$ cat src/rtl/psc_trigger_mux.sv
// rtl/psc_trigger_mux.sv - round-robin EVR trigger arbiter with framed CRC-8 serial PSC output
// Optional per-frame timestamp byte: define PSC_TRIG_TIMESTAMP_EN.
module psc_trigger_mux #(
   parameter int         NUM_CH    = 4,
   parameter int         CLK_DIV   = 5,
   parameter logic [7:0] SYNC_BYTE = 8'hBC,
   parameter logic [7:0] CRC_POLY  = 8'h07,
   parameter int         GAP_BITS  = 2
) (
   input  logic              clk,
   input  logic              reset,
   input  logic [NUM_CH-1:0] trig_n,
   input  logic [NUM_CH-1:0] ch_enable,
   input  logic              ovr_clear,
   output logic              psc_output,
   output logic              bit_stb,
   output logic              busy,
   output logic              frame_done,
   output logic [NUM_CH-1:0] overrun
);
   localparam int DW = (CLK_DIV > 1) ? $clog2(CLK_DIV) : 1;
   localparam int CW = (NUM_CH > 1) ? $clog2(NUM_CH) : 1;
   localparam int BW = (GAP_BITS > 10) ? $clog2(GAP_BITS) : 4;

   typedef enum logic [2:0] {S_IDLE, S_SYNC, S_CHAN, S_SEQ, S_TS, S_CRC, S_GAP} state_t;
   state_t state, state_nxt;

   logic [DW-1:0]     div_cnt;
   logic [NUM_CH-1:0] sync1, sync2, sync3, fall, accept, ovr_set, grant_clr, pending;
   logic [CW-1:0]     rr_ptr, grant;
   logic [BW-1:0]     bit_idx, bit_idx_nxt;
   logic [7:0]        chan_q, seq, seq_q, crc_val, tx_byte;
   logic              bit_last, take, line_nxt;

   function automatic logic [7:0] crc8_byte(input logic [7:0] crc, input logic [7:0] data);
      logic [7:0] c;
      c = crc ^ data;
      for (int b = 0; b < 8; b++)
         c = c[7] ? ((c << 1) ^ CRC_POLY) : (c << 1);
      return c;
   endfunction

   always_ff @(posedge clk or posedge reset)
      if (reset)                              div_cnt <= '0;
      else if (div_cnt == DW'(CLK_DIV - 1))   div_cnt <= '0;
      else                                    div_cnt <= div_cnt + 1'b1;

   assign bit_stb = (div_cnt == DW'(CLK_DIV - 1));

   // Synchroniser flops reset high so an idle (high) trigger line never looks like an edge.
   always_ff @(posedge clk or posedge reset)
      if (reset) begin
         sync1 <= '1;
         sync2 <= '1;
         sync3 <= '1;
      end else begin
         sync1 <= trig_n;
         sync2 <= sync1;
         sync3 <= sync2;
      end

   assign fall      = sync3 & ~sync2 & ch_enable;
   assign grant_clr = take ? (NUM_CH'(1) << grant) : '0;
   assign accept    = fall & (~pending | grant_clr);
   assign ovr_set   = fall & pending & ~grant_clr;

   always_ff @(posedge clk or posedge reset)
      if (reset) begin
         pending <= '0;
         overrun <= '0;
      end else begin
         pending <= ((pending & ~grant_clr) | accept) & ch_enable;
         overrun <= ovr_set | (overrun & ~{NUM_CH{ovr_clear}});
      end

   // First pending channel at or after rr_ptr; the lowest offset is assigned last and wins.
   always_comb begin
      int s;
      logic [CW-1:0] idx;
      grant = '0;
      s     = 0;
      idx   = '0;
      for (int k = NUM_CH - 1; k >= 0; k--) begin
         s = int'(rr_ptr) + k;
         if (s >= NUM_CH) s = s - NUM_CH;
         idx = CW'(s);
         if (pending[idx]) grant = idx;
      end
   end

`ifdef PSC_TRIG_TIMESTAMP_EN
   logic [7:0] ts_cnt, ts_q;
   logic [7:0] ts [NUM_CH];

   always_ff @(posedge clk or posedge reset)
      if (reset) begin
         ts_cnt <= '0;
         for (int i = 0; i < NUM_CH; i++) ts[i] <= '0;
      end else begin
         if (bit_stb) ts_cnt <= ts_cnt + 1'b1;
         for (int i = 0; i < NUM_CH; i++)
            if (accept[i]) ts[i] <= ts_cnt;
      end

   assign crc_val = crc8_byte(crc8_byte(crc8_byte(8'h00, chan_q), seq_q), ts_q);
`else
   assign crc_val = crc8_byte(crc8_byte(8'h00, chan_q), seq_q);
`endif

   assign bit_last = (state == S_GAP) ? (bit_idx == BW'(GAP_BITS - 1)) : (bit_idx == BW'(9));
   // A request waiting at the end of the gap starts the next frame with no idle period.
   assign take = bit_stb && (|pending) && ((state == S_IDLE) || ((state == S_GAP) && bit_last));

   always_ff @(posedge clk or posedge reset)
      if (reset) begin
         state   <= S_IDLE;
         bit_idx <= '0;
      end else begin
         state   <= state_nxt;
         bit_idx <= bit_idx_nxt;
      end

   always_comb begin
      state_nxt   = state;
      bit_idx_nxt = bit_idx;
      if (take) begin
         state_nxt = S_SYNC;
      end else if (bit_stb && bit_last) begin
         case (state)
            S_SYNC:  state_nxt = S_CHAN;
            S_CHAN:  state_nxt = S_SEQ;
`ifdef PSC_TRIG_TIMESTAMP_EN
            S_SEQ:   state_nxt = S_TS;
            S_TS:    state_nxt = S_CRC;
`else
            S_SEQ:   state_nxt = S_CRC;
`endif
            S_CRC:   state_nxt = S_GAP;
            default: state_nxt = S_IDLE;
         endcase
      end
      if (bit_stb)
         bit_idx_nxt = (take || bit_last || state == S_IDLE) ? '0 : bit_idx + 1'b1;
   end

   always_comb begin
      case (state_nxt)
         S_CHAN:  tx_byte = chan_q;
         S_SEQ:   tx_byte = seq_q;
`ifdef PSC_TRIG_TIMESTAMP_EN
         S_TS:    tx_byte = ts_q;
`endif
         S_CRC:   tx_byte = crc_val;
         default: tx_byte = SYNC_BYTE;
      endcase
      line_nxt = 1'b1;
      if (state_nxt != S_IDLE && state_nxt != S_GAP) begin
         if (bit_idx_nxt == '0)            line_nxt = 1'b0;
         else if (bit_idx_nxt <= BW'(8))   line_nxt = tx_byte[3'(bit_idx_nxt - 1'b1)];
      end
      busy       = (state != S_IDLE);
      frame_done = bit_stb && (state == S_GAP) && bit_last;
   end

   always_ff @(posedge clk or posedge reset)
      if (reset) begin
         psc_output <= 1'b1;
         rr_ptr     <= '0;
         seq        <= '0;
         seq_q      <= '0;
         chan_q     <= '0;
`ifdef PSC_TRIG_TIMESTAMP_EN
         ts_q       <= '0;
`endif
      end else begin
         if (bit_stb)    psc_output <= line_nxt;
         if (frame_done) seq <= seq + 1'b1;
         if (take) begin
            rr_ptr <= (grant == CW'(NUM_CH - 1)) ? '0 : grant + 1'b1;
            chan_q <= 8'(grant);
            seq_q  <= frame_done ? seq + 1'b1 : seq;
`ifdef PSC_TRIG_TIMESTAMP_EN
            ts_q   <= ts[grant];
`endif
         end
      end
endmodule

$ cat config.mk
export PLATFORM = sky130hd
export DESIGN_NAME = psc_trigger_mux
export DESIGN_NICKNAME = d
export VERILOG_FILES = /design/src/rtl/psc_trigger_mux.sv
export SDC_FILE = /design/constraint.sdc
export NUM_CORES = 1
export LEC_CHECK = 0
export CAP_MARGIN = 20
export CELL_PAD_IN_SITES_DETAIL_PLACEMENT = 0
export CELL_PAD_IN_SITES_GLOBAL_PLACEMENT = 1
export CORE_MARGIN = 2
export CORE_UTILIZATION = 45
export CTS_CLUSTER_DIAMETER = 30
export DETAILED_ROUTE_END_ITERATION = 8
export GPL_TIMING_DRIVEN = 0
export HOLD_SLACK_MARGIN = 0.05
export PLACE_DENSITY_LB_ADDON = 0.1
export SETUP_SLACK_MARGIN = 0.2
export SYNTH_ARGS = -nofsm -noshare
export SYNTH_HDL_FRONTEND = slang
export SYNTH_SLANG_ARGS = --single-unit
$ cat constraint.sdc
create_clock -name clk -period 3.9 [get_ports clk]
set_clock_uncertainty 0.1 [all_clocks]
set_input_delay 0.585 -clock clk [delete_from_list [all_inputs] [get_ports clk]]
set_output_delay 0.585 -clock clk [all_outputs]
set_load 0.1 [all_outputs]
==> impl_metrics.xml, run 1 <==
<?xml version="1.0" encoding="UTF-8"?>
<metrics>
  <group name="drt">
    <metric name="drt.antenna.violating_nets" unit="">0</metric>
    <metric name="route.detailed.vias_per_inst" unit="">5.66</metric>
    <metric name="drt_pre_antenna_iters" unit="">4</metric>
    <metric name="vias" unit="">2337</metric>
    <metric name="wl_per_cell" unit="µm">15.6</metric>
    <metric name="number_of_drc_markers_in_iteration_0" unit="">118</metric>
    <metric name="drt_drc_violations_left" unit="">0</metric>
    <metric name="routed_wirelength" unit="µm">6460</metric>
  </group>
  <group name="sta">
    <metric name="maxSlewHeadroom" unit="%">35.3</metric>
    <metric name="period_needed" unit="ns">3.57</metric>
    <metric name="post-route-period-util" unit="%">91.4</metric>
    <metric name="final.setup.tns" unit="ns">0</metric>
    <metric name="rsz0062_at_grt" unit="">false</metric>
    <metric name="timing_worst_slew_pin_value" unit="ns">0.967</metric>
    <metric name="timing_hold_violations_final" unit="">0</metric>
    <metric name="setup-violations-final" unit="">0</metric>
    <metric name="max_freq" unit="MHz">280</metric>
    <metric name="maxSlewViolCount" unit="">0</metric>
  </group>
  <group name="floorplanning">
    <metric name="chipHeight" unit="µm">87.0</metric>
    <metric name="floorplan.initialDensity" unit="%">46.2</metric>
    <metric name="die_area" unit="µm²">7570</metric>
    <metric name="ios" unit="">19</metric>
    <metric name="fp.dieW" unit="µm">87.0</metric>
    <metric name="core_area" unit="µm²">6720</metric>
    <metric name="standard_cell_rows" unit="">30</metric>
  </group>
  <group name="critical_path">
    <metric name="critical_path_launch_point_type" unit="">flip-flop</metric>
    <metric name="crit_path_top_delay_cell" unit="">sky130_fd_sc_hd__dlygate4sd2_1</metric>
    <metric name="cp_data_required_time" unit="ns">3.21</metric>
    <metric name="critPathKind" unit="">flip-flop to primary output</metric>
    <metric name="critical_path.endpoint_type" unit="">primary output</metric>
    <metric name="timing.critical_path.cells" unit="">inv_1 &gt; ha_1 &gt; nand4b_4 &gt; buf_2 &gt; nor3_2 &gt; dlygate4sd2_1</metric>
    <metric name="timing.reg2reg.worst_path_depth" unit="">12</metric>
    <metric name="cpPeakStageDelay" unit="ns">0.92</metric>
    <metric name="regToRegEndpoint" unit="">psc_output</metric>
    <metric name="cp_max_fo" unit="">10</metric>
    <metric name="ff2ff_setup_slack" unit="ns">0.71</metric>
    <metric name="timing.rr.start" unit="">bit_idx[0]</metric>
    <metric name="crit_arrival" unit="ns">2.88</metric>
  </group>
  <group name="logic_synthesis">
    <metric name="number_of_enable_flip_flop_cells_after_synthesis" unit="">0</metric>
    <metric name="yosys_warnings" unit="">0</metric>
    <metric name="synth.lib_cells_used.distinct" unit="">65</metric>
    <metric name="synth_seq_area_share" unit="%">41.7</metric>
    <metric name="synth_cells" unit="">306</metric>
    <metric name="synth_seq_cells" unit="">51</metric>
    <metric name="syn_avg_cell_area" unit="µm²">10.1</metric>
    <metric name="synth_nets" unit="">328</metric>
    <metric name="ys_async_sr_fraction" unit="%">100</metric>
    <metric name="ys_dominant_reg_cell" unit="">sky130_fd_sc_hd__dfrtp_1</metric>
    <metric name="netlist_area_pre_place" unit="µm²">3100</metric>
  </group>
  <group name="global_route">
    <metric name="via_count_of_the_first_global_routing_pass" unit="">2260</metric>
    <metric name="antenna_found_initial" unit="">0</metric>
    <metric name="global_route.usage.total" unit="%">18.6</metric>
    <metric name="grt.overflow.total" unit="">0</metric>
    <metric name="first_pass_grt_wire_length" unit="µm">11100</metric>
    <metric name="grt_max_degree" unit="">42</metric>
  </group>
  <group name="clock_tree">
    <metric name="cts.reportedPaths.clkPinSlew" unit="ns">0.10</metric>
    <metric name="htree_levels" unit="">2</metric>
    <metric name="clk_tree_root_cell" unit="">sky130_fd_sc_hd__clkbuf_8</metric>
    <metric name="clock_tree.buffer_depth" unit="">2</metric>
    <metric name="tritoncts_num_sinks" unit="">51</metric>
    <metric name="post_cts_setup_repair_buffer_count" unit="">0</metric>
    <metric name="clock_tree_from_tritoncts" unit="">yes</metric>
    <metric name="clock_insertion_delay_worst_skew" unit="ns">0.31</metric>
    <metric name="numCtsBuffers" unit="">5</metric>
    <metric name="holdBufCountCts" unit="">0</metric>
  </group>
  <group name="power">
    <metric name="leakage" unit="nW">1.49</metric>
    <metric name="vdd.ir_drop.worst" unit="V">0.000249</metric>
    <metric name="power.density_cell_area" unit="nW/µm²">520</metric>
  </group>
  <group name="placement">
    <metric name="port-buffer-count" unit="">18</metric>
    <metric name="place.detailed.hpwl" unit="µm">4780</metric>
    <metric name="gp_routability_congestion" unit="">0.884</metric>
    <metric name="placed_cell_area" unit="µm²">3400</metric>
  </group>
  <group name="min_path">
    <metric name="hold_path_end" unit="">sync2[2]</metric>
    <metric name="hold_path.class" unit="">flip-flop to flip-flop</metric>
    <metric name="holdCritStartpoint" unit="">sync1[2]</metric>
    <metric name="worst_hold_path.num_cells" unit="">0</metric>
  </group>
  <group name="finish">
    <metric name="syn_to_final_growth" unit="%">13.3</metric>
    <metric name="final.fill_count" unit="">636</metric>
    <metric name="finish.net_count" unit="">354</metric>
    <metric name="layout-drive-gt1-share" unit="%">15.0</metric>
    <metric name="insertedDiodeCount" unit="">0</metric>
    <metric name="finish.instance_area" unit="µm²">3510</metric>
  </group>
  <group name="job">
    <metric name="maxCapViolations" unit="">0</metric>
  </group>
  <group name="status">
    <metric name="outcome" unit="">finished clean</metric>
  </group>
</metrics>
[metrics by stage]
stage / worst slack, ns / utilization [%] / power, mW / std cells / hold slack (ns)
6_report: 0.334 / 52.3 / 1.83 / 413 / 0.260
5_1_grt: 0.220 / 52.3 / 1.98 / 413 / 0.266
4_1_cts: 0.300 / 52.3 / 1.85 / 413 / 0.261
3_5_place_dp: 0.332 / 50.6 / 1.46 / 405 / 0.251
3_3_place_gp: 0.352 / 50.3 / 1.46 / 404 / 0.247
2_1_floorplan: 0.402 / - / 1.29 / 306 / 0.245
[registers in the layout, summed over array words and instances, names as in the netlist]
register	flops
seq	8
sync2	4
sync3	4
rr_ptr	2
bit_idx	4
sync1	4
state	3
psc_output	1
div_cnt	3
chan_q	2
overrun	4
pending	4
seq_q	8
[worst max path at each step]
stage	startpoint	endpoint	slack, ns	cells after the start
after floorplan	div_cnt[0]	seq_q[5]	0.40	9
after global placement	div_cnt[0]	frame_done	0.35	6
after detailed placement	div_cnt[0]	frame_done	0.33	6
after CTS	div_cnt[0]	frame_done	0.30	6
after global routing	div_cnt[0]	frame_done	0.22	6
final	div_cnt[0]	frame_done	0.33	6
[Yosys cell counts (6+ instances only)]
cell type | count | area (µm²)
sky130_fd_sc_hd__o32ai_1 | 6 | 52.6
sky130_fd_sc_hd__xor2_1 | 6 | 52.6
sky130_fd_sc_hd__nand4_1 | 8 | 50.1
sky130_fd_sc_hd__a21oi_1 | 13 | 65.1
sky130_fd_sc_hd__o21ai_0 | 14 | 70.1
sky130_fd_sc_hd__dfstp_2 | 13 | 342
sky130_fd_sc_hd__dfrtp_1 | 38 | 951
sky130_fd_sc_hd__inv_1 | 29 | 109
sky130_fd_sc_hd__nor2_1 | 9 | 33.8
sky130_fd_sc_hd__xnor2_1 | 14 | 123
sky130_fd_sc_hd__ha_1 | 11 | 138
sky130_fd_sc_hd__nand2b_1 | 13 | 81.3
sky130_fd_sc_hd__nand2_1 | 17 | 63.8
sky130_fd_sc_hd__nand3_1 | 12 | 60.1
sky130_fd_sc_hd__clkbuf_1 | 7 | 26.3
sky130_fd_sc_hd__mux2_2 | 8 | 90.1
sky130_fd_sc_hd__a211oi_1 | 6 | 45.0
[layout by cell type (no fill, tap or decap), types with 5 or more instances in the layout]
cell type / synthesis / routed
sky130_fd_sc_hd__nand2b_1: 13 / 13
sky130_fd_sc_hd__a21oi_1: 13 / 13
sky130_fd_sc_hd__nand4_1: 8 / 8
sky130_fd_sc_hd__dfrtp_1: 38 / 38
sky130_fd_sc_hd__o32ai_1: 6 / 6
sky130_fd_sc_hd__clkbuf_8: 0 / 5
sky130_fd_sc_hd__xor2_1: 6 / 6
sky130_fd_sc_hd__o21ai_0: 14 / 14
sky130_fd_sc_hd__clkbuf_1: 7 / 7
sky130_fd_sc_hd__xnor2_1: 14 / 14
sky130_fd_sc_hd__nand3_1: 12 / 12
sky130_fd_sc_hd__clkdlybuf4s50_1: 0 / 17
sky130_fd_sc_hd__inv_1: 29 / 28
sky130_fd_sc_hd__nor2_1: 9 / 9
sky130_fd_sc_hd__a211oi_1: 6 / 6
sky130_fd_sc_hd__nand2_1: 17 / 17
sky130_fd_sc_hd__ha_1: 11 / 11
sky130_fd_sc_hd__dfstp_2: 13 / 13
sky130_fd_sc_hd__mux2_2: 8 / 8
[kinds of logic after synthesis]
family                     Yosys count  share of synthesized area, %
AOI/OAI and AO/OA                   72                          16.5
xor gates and xnor gates            22                          7.10
adders and majority gates           11                          4.44
buffers and inverters               43                          6.74
DFF                                 51                          41.7
muxes                               15                          5.32
and+or+nand+nor                     92                          18.2
[report_power, final]
part / internal (mW) / switching, mW / total (mW) / leakage (nW)
Clock: 0.191 / 0.184 / 0.376 / 0.0581
Sequential: 0.586 / 0.0483 / 0.634 / 0.641
Combinational: 0.340 / 0.478 / 0.818 / 0.792
Total: 1.12 / 0.711 / 1.83 / 1.49
[critical path: cells and delay by family, from the launching register on]
| kind | cells | cell delay [ns] |
|---|---|---|
| fa+ha+maj | 1 | 0.26 |
| flops | 1 | 0.41 |
| buf+inv | 3 | 1.20 |
| simple gates | 2 | 0.69 |
[final cells by class]
cell class	instances	area [µm²]	share of cell area [%]
buffer	13	83.8	2.39
sequential	51	1290	36.8
multi-input combinational	212	1600	45.5
timing repair buffer	19	199	5.66
clock buffer	5	68.8	1.96
clock inverter	3	43.8	1.25
tap	80	100	2.85
inverter	30	125	3.56
[per-layer routing]
metal | track usage (%) | wire length [µm] | share of wire (%)
met2 | 28.9 | 2990 | 46
met1 | 26.1 | 3130 | 48
met3 | 2.94 | 207 | 3.2
met5 | 0 | 0 | 0
met4 | 6.96 | 133 | 2.1
[timing repair]
| item | CTS | global route |
|---|---|---|
| endpoints found under the hold margin | 0 | 0 |
| gates resized for setup | 1 | 0 |
| setup endpoints to repair | 1 | 0 |
(Power assumes the default switching activity.)
==> inputs of run 2 (changes only) <==
--- a/config.mk
+++ b/config.mk
@@ -8,6 +8,7 @@
 export CAP_MARGIN = 20
 export CELL_PAD_IN_SITES_DETAIL_PLACEMENT = 0
 export CELL_PAD_IN_SITES_GLOBAL_PLACEMENT = 1
+export CORE_ASPECT_RATIO = 0.9
 export CORE_MARGIN = 2
 export CORE_UTILIZATION = 45
 export CTS_CLUSTER_DIAMETER = 30
==> run 2 against run 1 <==
Compared with the run above:
- worst hold slack better by 0.0017 ns
- non-clock buffer count unchanged
- final area fell by 0.21%
- sequential power about the same
- sequential cell count unchanged
- register-to-register slack worse by 0.04 ns
- core utilization increased by 0.66 points
- first-iteration DRC count fell by 0.85%
- critical path depth fell by 1
- critical path type unchanged
==> impl_metrics.xml, run 2 (synthesis gave the netlist of run 1 again) <==
<?xml version="1.0" encoding="UTF-8"?>
<metrics>
  <group name="sta">
    <metric name="post-route-period-util" unit="%">85.7</metric>
    <metric name="maxSlewHeadroom" unit="%">35.1</metric>
    <metric name="fin_worst_hold_slack" unit="ns">0.262</metric>
    <metric name="timing_hold_violations_final" unit="">0</metric>
    <metric name="setup-violations-final" unit="">0</metric>
    <metric name="rsz0062_at_grt" unit="">false</metric>
    <metric name="final.setup.tns" unit="ns">0</metric>
    <metric name="maxSlewViolCount" unit="">0</metric>
    <metric name="timing_worst_slew_pin_value" unit="ns">0.971</metric>
    <metric name="max_freq" unit="MHz">299</metric>
    <metric name="period_needed" unit="ns">3.34</metric>
  </group>
  <group name="clock_tree">
    <metric name="numCtsBuffers" unit="">5</metric>
    <metric name="clock_tree_from_tritoncts" unit="">yes</metric>
    <metric name="clock_insertion_delay_worst_skew" unit="ns">0.31</metric>
    <metric name="cts.reportedPaths.clkPinSlew" unit="ns">0.10</metric>
    <metric name="clock_tree.buffer_depth" unit="">2</metric>
    <metric name="post_cts_setup_repair_buffer_count" unit="">0</metric>
    <metric name="clk_tree_root_cell" unit="">sky130_fd_sc_hd__clkbuf_8</metric>
    <metric name="htree_levels" unit="">2</metric>
    <metric name="tritoncts_num_sinks" unit="">51</metric>
  </group>
  <group name="global_route">
    <metric name="grt.overflow.total" unit="">0</metric>
    <metric name="via_count_of_the_first_global_routing_pass" unit="">2250</metric>
    <metric name="antenna_found_initial" unit="">0</metric>
    <metric name="grt_max_degree" unit="">42</metric>
    <metric name="first_pass_grt_wire_length" unit="µm">11400</metric>
    <metric name="global_route.usage.total" unit="%">19.0</metric>
  </group>
  <group name="status">
    <metric name="outcome" unit="">finished clean</metric>
  </group>
  <group name="power">
    <metric name="vdd.ir_drop.worst" unit="V">0.000227</metric>
    <metric name="power.combinational.fraction" unit="%">46.2</metric>
    <metric name="power.total" unit="mW">1.79</metric>
    <metric name="intPower" unit="mW">1.06</metric>
    <metric name="leakage" unit="nW">1.48</metric>
    <metric name="pwr-share-seq" unit="%">35.4</metric>
    <metric name="power.density_cell_area" unit="nW/µm²">512</metric>
    <metric name="power.switching" unit="mW">0.734</metric>
    <metric name="power.switching_fraction" unit="%">40.9</metric>
    <metric name="clkPwrFrac" unit="%">18.4</metric>
  </group>
  <group name="drt">
    <metric name="drt_drc_violations_left" unit="">0</metric>
    <metric name="wl_per_cell" unit="µm">15.7</metric>
    <metric name="vias" unit="">2341</metric>
    <metric name="route.detailed.vias_per_inst" unit="">5.53</metric>
    <metric name="routed_wirelength" unit="µm">6650</metric>
    <metric name="drt_pre_antenna_iters" unit="">4</metric>
    <metric name="drt.antenna.violating_nets" unit="">0</metric>
    <metric name="number_of_drc_markers_in_iteration_0" unit="">117</metric>
  </group>
  <group name="floorplanning">
    <metric name="fp.dieW" unit="µm">91.5</metric>
    <metric name="standard_cell_rows" unit="">28</metric>
    <metric name="core_area" unit="µm²">6620</metric>
    <metric name="die_area" unit="µm²">7570</metric>
    <metric name="chipHeight" unit="µm">82.8</metric>
    <metric name="ios" unit="">19</metric>
    <metric name="floorplan.initialDensity" unit="%">46.8</metric>
  </group>
  <group name="critical_path">
    <metric name="critical_path_launch_point_type" unit="">flip-flop</metric>
    <metric name="timing.rr.start" unit="">bit_idx[0]</metric>
    <metric name="critPathKind" unit="">flip-flop to primary output</metric>
    <metric name="critical_path.endpoint_type" unit="">primary output</metric>
    <metric name="cp_max_fo" unit="">8</metric>
    <metric name="cp_data_required_time" unit="ns">3.21</metric>
    <metric name="cp-startpoint" unit="">div_cnt[0]</metric>
    <metric name="crit_arrival" unit="ns">2.66</metric>
  </group>
  <group name="placement">
    <metric name="place.detailed.hpwl" unit="µm">4860</metric>
    <metric name="gp_routability_congestion" unit="">0.879</metric>
    <metric name="port-buffer-count" unit="">18</metric>
  </group>
  <group name="job">
    <metric name="maxCapViolations" unit="">0</metric>
  </group>
  <group name="finish">
    <metric name="finish.net_count" unit="">354</metric>
    <metric name="layout-drive-gt1-share" unit="%">15.3</metric>
    <metric name="insertedDiodeCount" unit="">0</metric>
    <metric name="layout_top_registers" unit="">seq: 8 flops, seq_q: 8 flops</metric>
    <metric name="layout_common_cells" unit="">sky130_fd_sc_hd__dfrtp_1, sky130_fd_sc_hd__inv_1, sky130_fd_sc_hd__nand2_1, sky130_fd_sc_hd__clkdlybuf4s50_1</metric>
    <metric name="layout.cells.most_common" unit="">sky130_fd_sc_hd__dfrtp_1</metric>
    <metric name="syn_to_final_growth" unit="%">13.0</metric>
  </group>
  <group name="min_path">
    <metric name="hold_path.class" unit="">flip-flop to flip-flop</metric>
    <metric name="holdCritStartpoint" unit="">sync1[2]</metric>
  </group>
</metrics>
## run 2: routing by layer
metal  vias to the layer above  GRT usage (%)  part of all wire, %
met2                        49           31.0                   45
li1                       1163              -                    -
met4                         0           5.45                  1.3
met3                         9           2.99                  3.0
met1                      1120           26.5                   51
met5                         -              0                    0
## run 2: final timing paths
check                              to  cells after the start  slack (ns)
max                           bit_stb                      5        0.56
max reg2reg                psc_output                     12        0.67
min                          sync2[2]                      0        0.26
min in group asynchronous    state[2]                      2        0.41
max in group asynchronous    sync3[0]                      3        2.72
min reg2reg                  sync2[2]                      0        0.26
## run 2: cell type report
cell class	instances	area, µm²
fill	607	3120
multi-input combinational	212	1600
sequential	51	1290
timing repair buffer	19	195
inverter	30	125
tap	90	113
buffer	13	83.8
clock buffer	5	68.8
clock inverter	3	27.5
## run 2: repair_timing
item | in CTS | in global routing
endpoints found under the hold margin | 0 | 0
setup endpoints to repair | 1 | 1
hold buffers | 0 | 0
gates resized for setup | 1 | 2
## run 2: critical path, cell delays in order, from the launching register on
cell and delay (ns):
sky130_fd_sc_hd__dfrtp_1 0.41, sky130_fd_sc_hd__inv_1 0.06, sky130_fd_sc_hd__ha_1 0.26, sky130_fd_sc_hd__nand2_1 0.21, sky130_fd_sc_hd__inv_1 0.23, sky130_fd_sc_hd__clkdlybuf4s50_1 1.17
## run 2: power by group through the flow
stage / Sequential, mW / Clock [mW] / Combinational [mW]
2_1_floorplan: 0.652 / 0 / 0.637
3_3_place_gp: 0.640 / 0 / 0.820
3_5_place_dp: 0.644 / 0 / 0.821
4_1_cts: 0.634 / 0.343 / 0.826
5_1_grt: 0.641 / 0.367 / 0.922
6_report: 0.635 / 0.330 / 0.828
## run 2: per-stage QoR
stage	worst slack (ns)	utilization [%]	instance area [µm²]	instances
final	0.559	52.9	3510	423
after global routing	0.395	52.9	3510	423
after CTS	0.286	53.0	3510	423
after detailed placement	0.311	51.6	3410	415
after global placement	0.351	51.3	3390	414
after floorplan	0.402	-	3100	306
==> inputs of run 3 (changes only) <==
--- a/config.mk
+++ b/config.mk
@@ -5,6 +5,7 @@
 export SDC_FILE = /design/constraint.sdc
 export NUM_CORES = 1
 export LEC_CHECK = 0
+export ABC_AREA = 1
 export CAP_MARGIN = 20
 export CELL_PAD_IN_SITES_DETAIL_PLACEMENT = 0
 export CELL_PAD_IN_SITES_GLOBAL_PLACEMENT = 1
==> run 3 against run 2 <==
Compared with the run above:
- synthesized area is 3.0% lower
- final area is 2.6% lower
- via count is 3.5% lower
- highest routed layer unchanged
- sequential power is 6.6% higher
- synthesized cell count is 18% higher
- global-route usage is 1.3 points lower
- critical path depth is 1 higher
- critical endpoint unchanged
- combinational power is 40% higher
==> impl_metrics.xml, run 3 <==
<?xml version="1.0" encoding="UTF-8"?>
<metrics>
  <group name="drt">
    <metric name="drt_drc_violations_left" unit="">0</metric>
    <metric name="number_of_drc_markers_in_iteration_0" unit="">150</metric>
    <metric name="wl_per_cell" unit="µm">12.4</metric>
    <metric name="drt.antenna.violating_nets" unit="">0</metric>
    <metric name="drt_pre_antenna_iters" unit="">4</metric>
    <metric name="route.detailed.vias_per_inst" unit="">4.73</metric>
    <metric name="vias" unit="">2259</metric>
    <metric name="routed_wirelength" unit="µm">5940</metric>
  </group>
  <group name="sta">
    <metric name="fin_worst_hold_slack" unit="ns">0.262</metric>
    <metric name="timing_worst_slew_pin_value" unit="ns">0.972</metric>
    <metric name="period_needed" unit="ns">3.23</metric>
    <metric name="timing_hold_violations_final" unit="">0</metric>
    <metric name="setup-violations-final" unit="">0</metric>
    <metric name="post-route-period-util" unit="%">82.9</metric>
    <metric name="maxSlewHeadroom" unit="%">35.0</metric>
    <metric name="rsz0062_at_grt" unit="">false</metric>
    <metric name="final.setup.tns" unit="ns">0</metric>
    <metric name="maxSlewViolCount" unit="">0</metric>
    <metric name="max_freq" unit="MHz">309</metric>
  </group>
  <group name="finish">
    <metric name="layout_top_registers" unit="">seq: 8 flops, seq_q: 8 flops</metric>
    <metric name="final_cells" unit="">478</metric>
    <metric name="layout.cells.most_common" unit="">sky130_fd_sc_hd__nand2_1</metric>
    <metric name="layout_common_cells" unit="">sky130_fd_sc_hd__nand2_1, sky130_fd_sc_hd__inv_1, sky130_fd_sc_hd__dfrtp_1, sky130_fd_sc_hd__nor2_1, sky130_fd_sc_hd__nand3_1</metric>
    <metric name="insertedDiodeCount" unit="">0</metric>
    <metric name="syn_to_final_growth" unit="%">13.6</metric>
    <metric name="layout-drive-gt1-share" unit="%">14.9</metric>
    <metric name="final.fill_count" unit="">656</metric>
    <metric name="finish.net_count" unit="">409</metric>
  </group>
  <group name="logic_synthesis">
    <metric name="netlist_top_cells_area" unit="">sky130_fd_sc_hd__dfrtp_1, sky130_fd_sc_hd__nand2_1, sky130_fd_sc_hd__dfstp_2</metric>
    <metric name="syn_avg_cell_area" unit="µm²">8.33</metric>
    <metric name="synth_top_cells_by_count" unit="">sky130_fd_sc_hd__nand2_1, sky130_fd_sc_hd__inv_1, sky130_fd_sc_hd__dfrtp_1</metric>
    <metric name="number_of_enable_flip_flop_cells_after_synthesis" unit="">0</metric>
    <metric name="synth_largest_type_area_fraction" unit="%">31.6</metric>
    <metric name="post-synth-top-count-cell" unit="">sky130_fd_sc_hd__nand2_1</metric>
    <metric name="synth_nets" unit="">383</metric>
    <metric name="ys_dominant_reg_cell" unit="">sky130_fd_sc_hd__dfrtp_1</metric>
    <metric name="synth.lib_cells_used.distinct" unit="">37</metric>
    <metric name="netlist_area_pre_place" unit="µm²">3010</metric>
    <metric name="synth_top_cell_by_area" unit="">sky130_fd_sc_hd__dfrtp_1</metric>
    <metric name="synth_cells" unit="">361</metric>
    <metric name="yosys_warnings" unit="">0</metric>
    <metric name="synth_seq_cells" unit="">51</metric>
    <metric name="ys_async_sr_fraction" unit="%">100</metric>
    <metric name="synth_seq_area_share" unit="%">43.0</metric>
  </group>
  <group name="critical_path">
    <metric name="timing.rr.start" unit="">bit_idx[1]</metric>
    <metric name="cp_max_fo" unit="">10</metric>
    <metric name="ff2ff_setup_slack" unit="ns">1.40</metric>
    <metric name="cp_data_required_time" unit="ns">3.21</metric>
    <metric name="critical_path_launch_point_type" unit="">flip-flop</metric>
    <metric name="regToRegEndpoint" unit="">psc_output</metric>
    <metric name="critPathKind" unit="">flip-flop to primary output</metric>
    <metric name="timing.reg2reg.worst_path_depth" unit="">18</metric>
    <metric name="critical_path.endpoint_type" unit="">primary output</metric>
    <metric name="crit_arrival" unit="ns">2.55</metric>
  </group>
  <group name="global_route">
    <metric name="antenna_found_initial" unit="">0</metric>
    <metric name="grt.overflow.total" unit="">0</metric>
    <metric name="grt_max_degree" unit="">36</metric>
    <metric name="global_route.usage.total" unit="%">17.7</metric>
    <metric name="first_pass_grt_wire_length" unit="µm">10200</metric>
    <metric name="via_count_of_the_first_global_routing_pass" unit="">2197</metric>
  </group>
  <group name="power">
    <metric name="power.combinational.fraction" unit="%">53.8</metric>
    <metric name="power.density_cell_area" unit="nW/µm²">631</metric>
    <metric name="power.switching_fraction" unit="%">47.1</metric>
    <metric name="power.switching" unit="mW">1.01</metric>
    <metric name="vdd.ir_drop.worst" unit="V">0.000226</metric>
    <metric name="pwr-share-seq" unit="%">31.4</metric>
    <metric name="clkPwrFrac" unit="%">14.7</metric>
    <metric name="intPower" unit="mW">1.14</metric>
    <metric name="leakage" unit="nW">1.64</metric>
  </group>
  <group name="placement">
    <metric name="numPlacedInstances" unit="">470</metric>
    <metric name="port-buffer-count" unit="">18</metric>
    <metric name="place.detailed.hpwl" unit="µm">4630</metric>
    <metric name="gp_routability_congestion" unit="">0.839</metric>
  </group>
  <group name="clock_tree">
    <metric name="htree_levels" unit="">2</metric>
    <metric name="cts.reportedPaths.clkPinSlew" unit="ns">0.10</metric>
    <metric name="clock_tree.buffer_depth" unit="">2</metric>
    <metric name="clock_insertion_delay_worst_skew" unit="ns">0.31</metric>
    <metric name="numCtsBuffers" unit="">5</metric>
    <metric name="clock_tree_from_tritoncts" unit="">yes</metric>
    <metric name="clk_tree_root_cell" unit="">sky130_fd_sc_hd__clkbuf_8</metric>
    <metric name="tritoncts_num_sinks" unit="">51</metric>
  </group>
  <group name="min_path">
    <metric name="worst_hold_path.num_cells" unit="">0</metric>
    <metric name="holdCritStartpoint" unit="">sync1[0]</metric>
    <metric name="hold_path.class" unit="">flip-flop to flip-flop</metric>
    <metric name="hold_path_end" unit="">sync2[0]</metric>
  </group>
  <group name="floorplanning">
    <metric name="fp.dieW" unit="µm">90.2</metric>
    <metric name="core_area" unit="µm²">6520</metric>
    <metric name="die_area" unit="µm²">7360</metric>
    <metric name="chipHeight" unit="µm">81.6</metric>
    <metric name="ios" unit="">19</metric>
    <metric name="standard_cell_rows" unit="">28</metric>
    <metric name="floorplan.initialDensity" unit="%">46.2</metric>
  </group>
  <group name="status">
    <metric name="outcome" unit="">finished clean</metric>
  </group>
  <group name="job">
    <metric name="maxCapViolations" unit="">0</metric>
  </group>
</metrics>
run 3: power groups by stage:
stage	Sequential, mW	Clock (mW)	Combinational [mW]
3_3_place_gp	0.687	0	1.16
6_report	0.677	0.318	1.16
2_1_floorplan	0.726	0	0.901
5_1_grt	0.689	0.350	1.34
3_5_place_dp	0.687	0	1.16
4_1_cts	0.677	0.329	1.17
run 3: kinds of logic after synthesis:
kind of cell	Yosys count	synth area share, %
DFF	51	43.0
AOI/OAI and AO/OA	38	7.53
and+or+nand+nor	178	29.6
adders and majority gates	11	4.58
buffers and inverters	57	7.74
xor gates and xnor gates	26	7.57
run 3: area by class of cell:
cell class / instances / area, µm² / area share, %
clock inverters: 3 / 23.8 / 0.696
multi-input cells: 253 / 1480 / 43.4
plain buffers: 7 / 42.5 / 1.25
inverters: 50 / 190 / 5.57
flip-flops and latches: 51 / 1290 / 37.8
well taps: 90 / 113 / 3.30
repair buffers: 19 / 203 / 5.93
clock buffers: 5 / 68.8 / 2.01
run 3: critical path, stage by stage (launching register included):
cell	delay, ns
sky130_fd_sc_hd__dfrtp_1	0.41
sky130_fd_sc_hd__inv_1	0.06
sky130_fd_sc_hd__ha_1	0.15
sky130_fd_sc_hd__nand2_2	0.13
sky130_fd_sc_hd__inv_2	0.14
sky130_fd_sc_hd__buf_4	0.18
sky130_fd_sc_hd__clkdlybuf4s50_1	1.15
run 3: what timing repair did:
item / in CTS / in global routing
setup buffers: 0 / 0
hold buffers: 0 / 0
setup endpoints to repair: 0 / 1
resized for setup: 0 / 1
run 3: metal layers:
metal | vias up | wire length [µm] | track usage, %
met5 | - | 0 | 0
met4 | 0 | 61 | 3.69
met3 | 7 | 247 | 3.85
met2 | 38 | 2710 | 30.2
met1 | 1004 | 2910 | 23.7
li1 | 1210 | - | -
run 3: how the worst max path moves through the flow:
stage | startpoint | cells after the start | slack, ns | endpoint
5_1_grt | div_cnt[0] | 6 | 0.55 | bit_stb
6_report | div_cnt[0] | 6 | 0.67 | bit_stb
3_3_place_gp | bit_idx[1] | 7 | 0.68 | frame_done
2_1_floorplan | state[0] | 15 | 0.99 | psc_output
4_1_cts | bit_idx[1] | 7 | 0.33 | frame_done
3_5_place_dp | bit_idx[1] | 7 | 0.69 | frame_done
run 3: through the flow:
stage	area, µm²	worst slack (ns)	utilization (%)	total power, mW
after floorplan	3010	0.991	-	1.63
after global placement	3300	0.681	50.7	1.85
after detailed placement	3320	0.685	51.0	1.85
after CTS	3410	0.329	52.4	2.18
after global routing	3420	0.546	52.4	2.38
final	3420	0.665	52.4	2.15
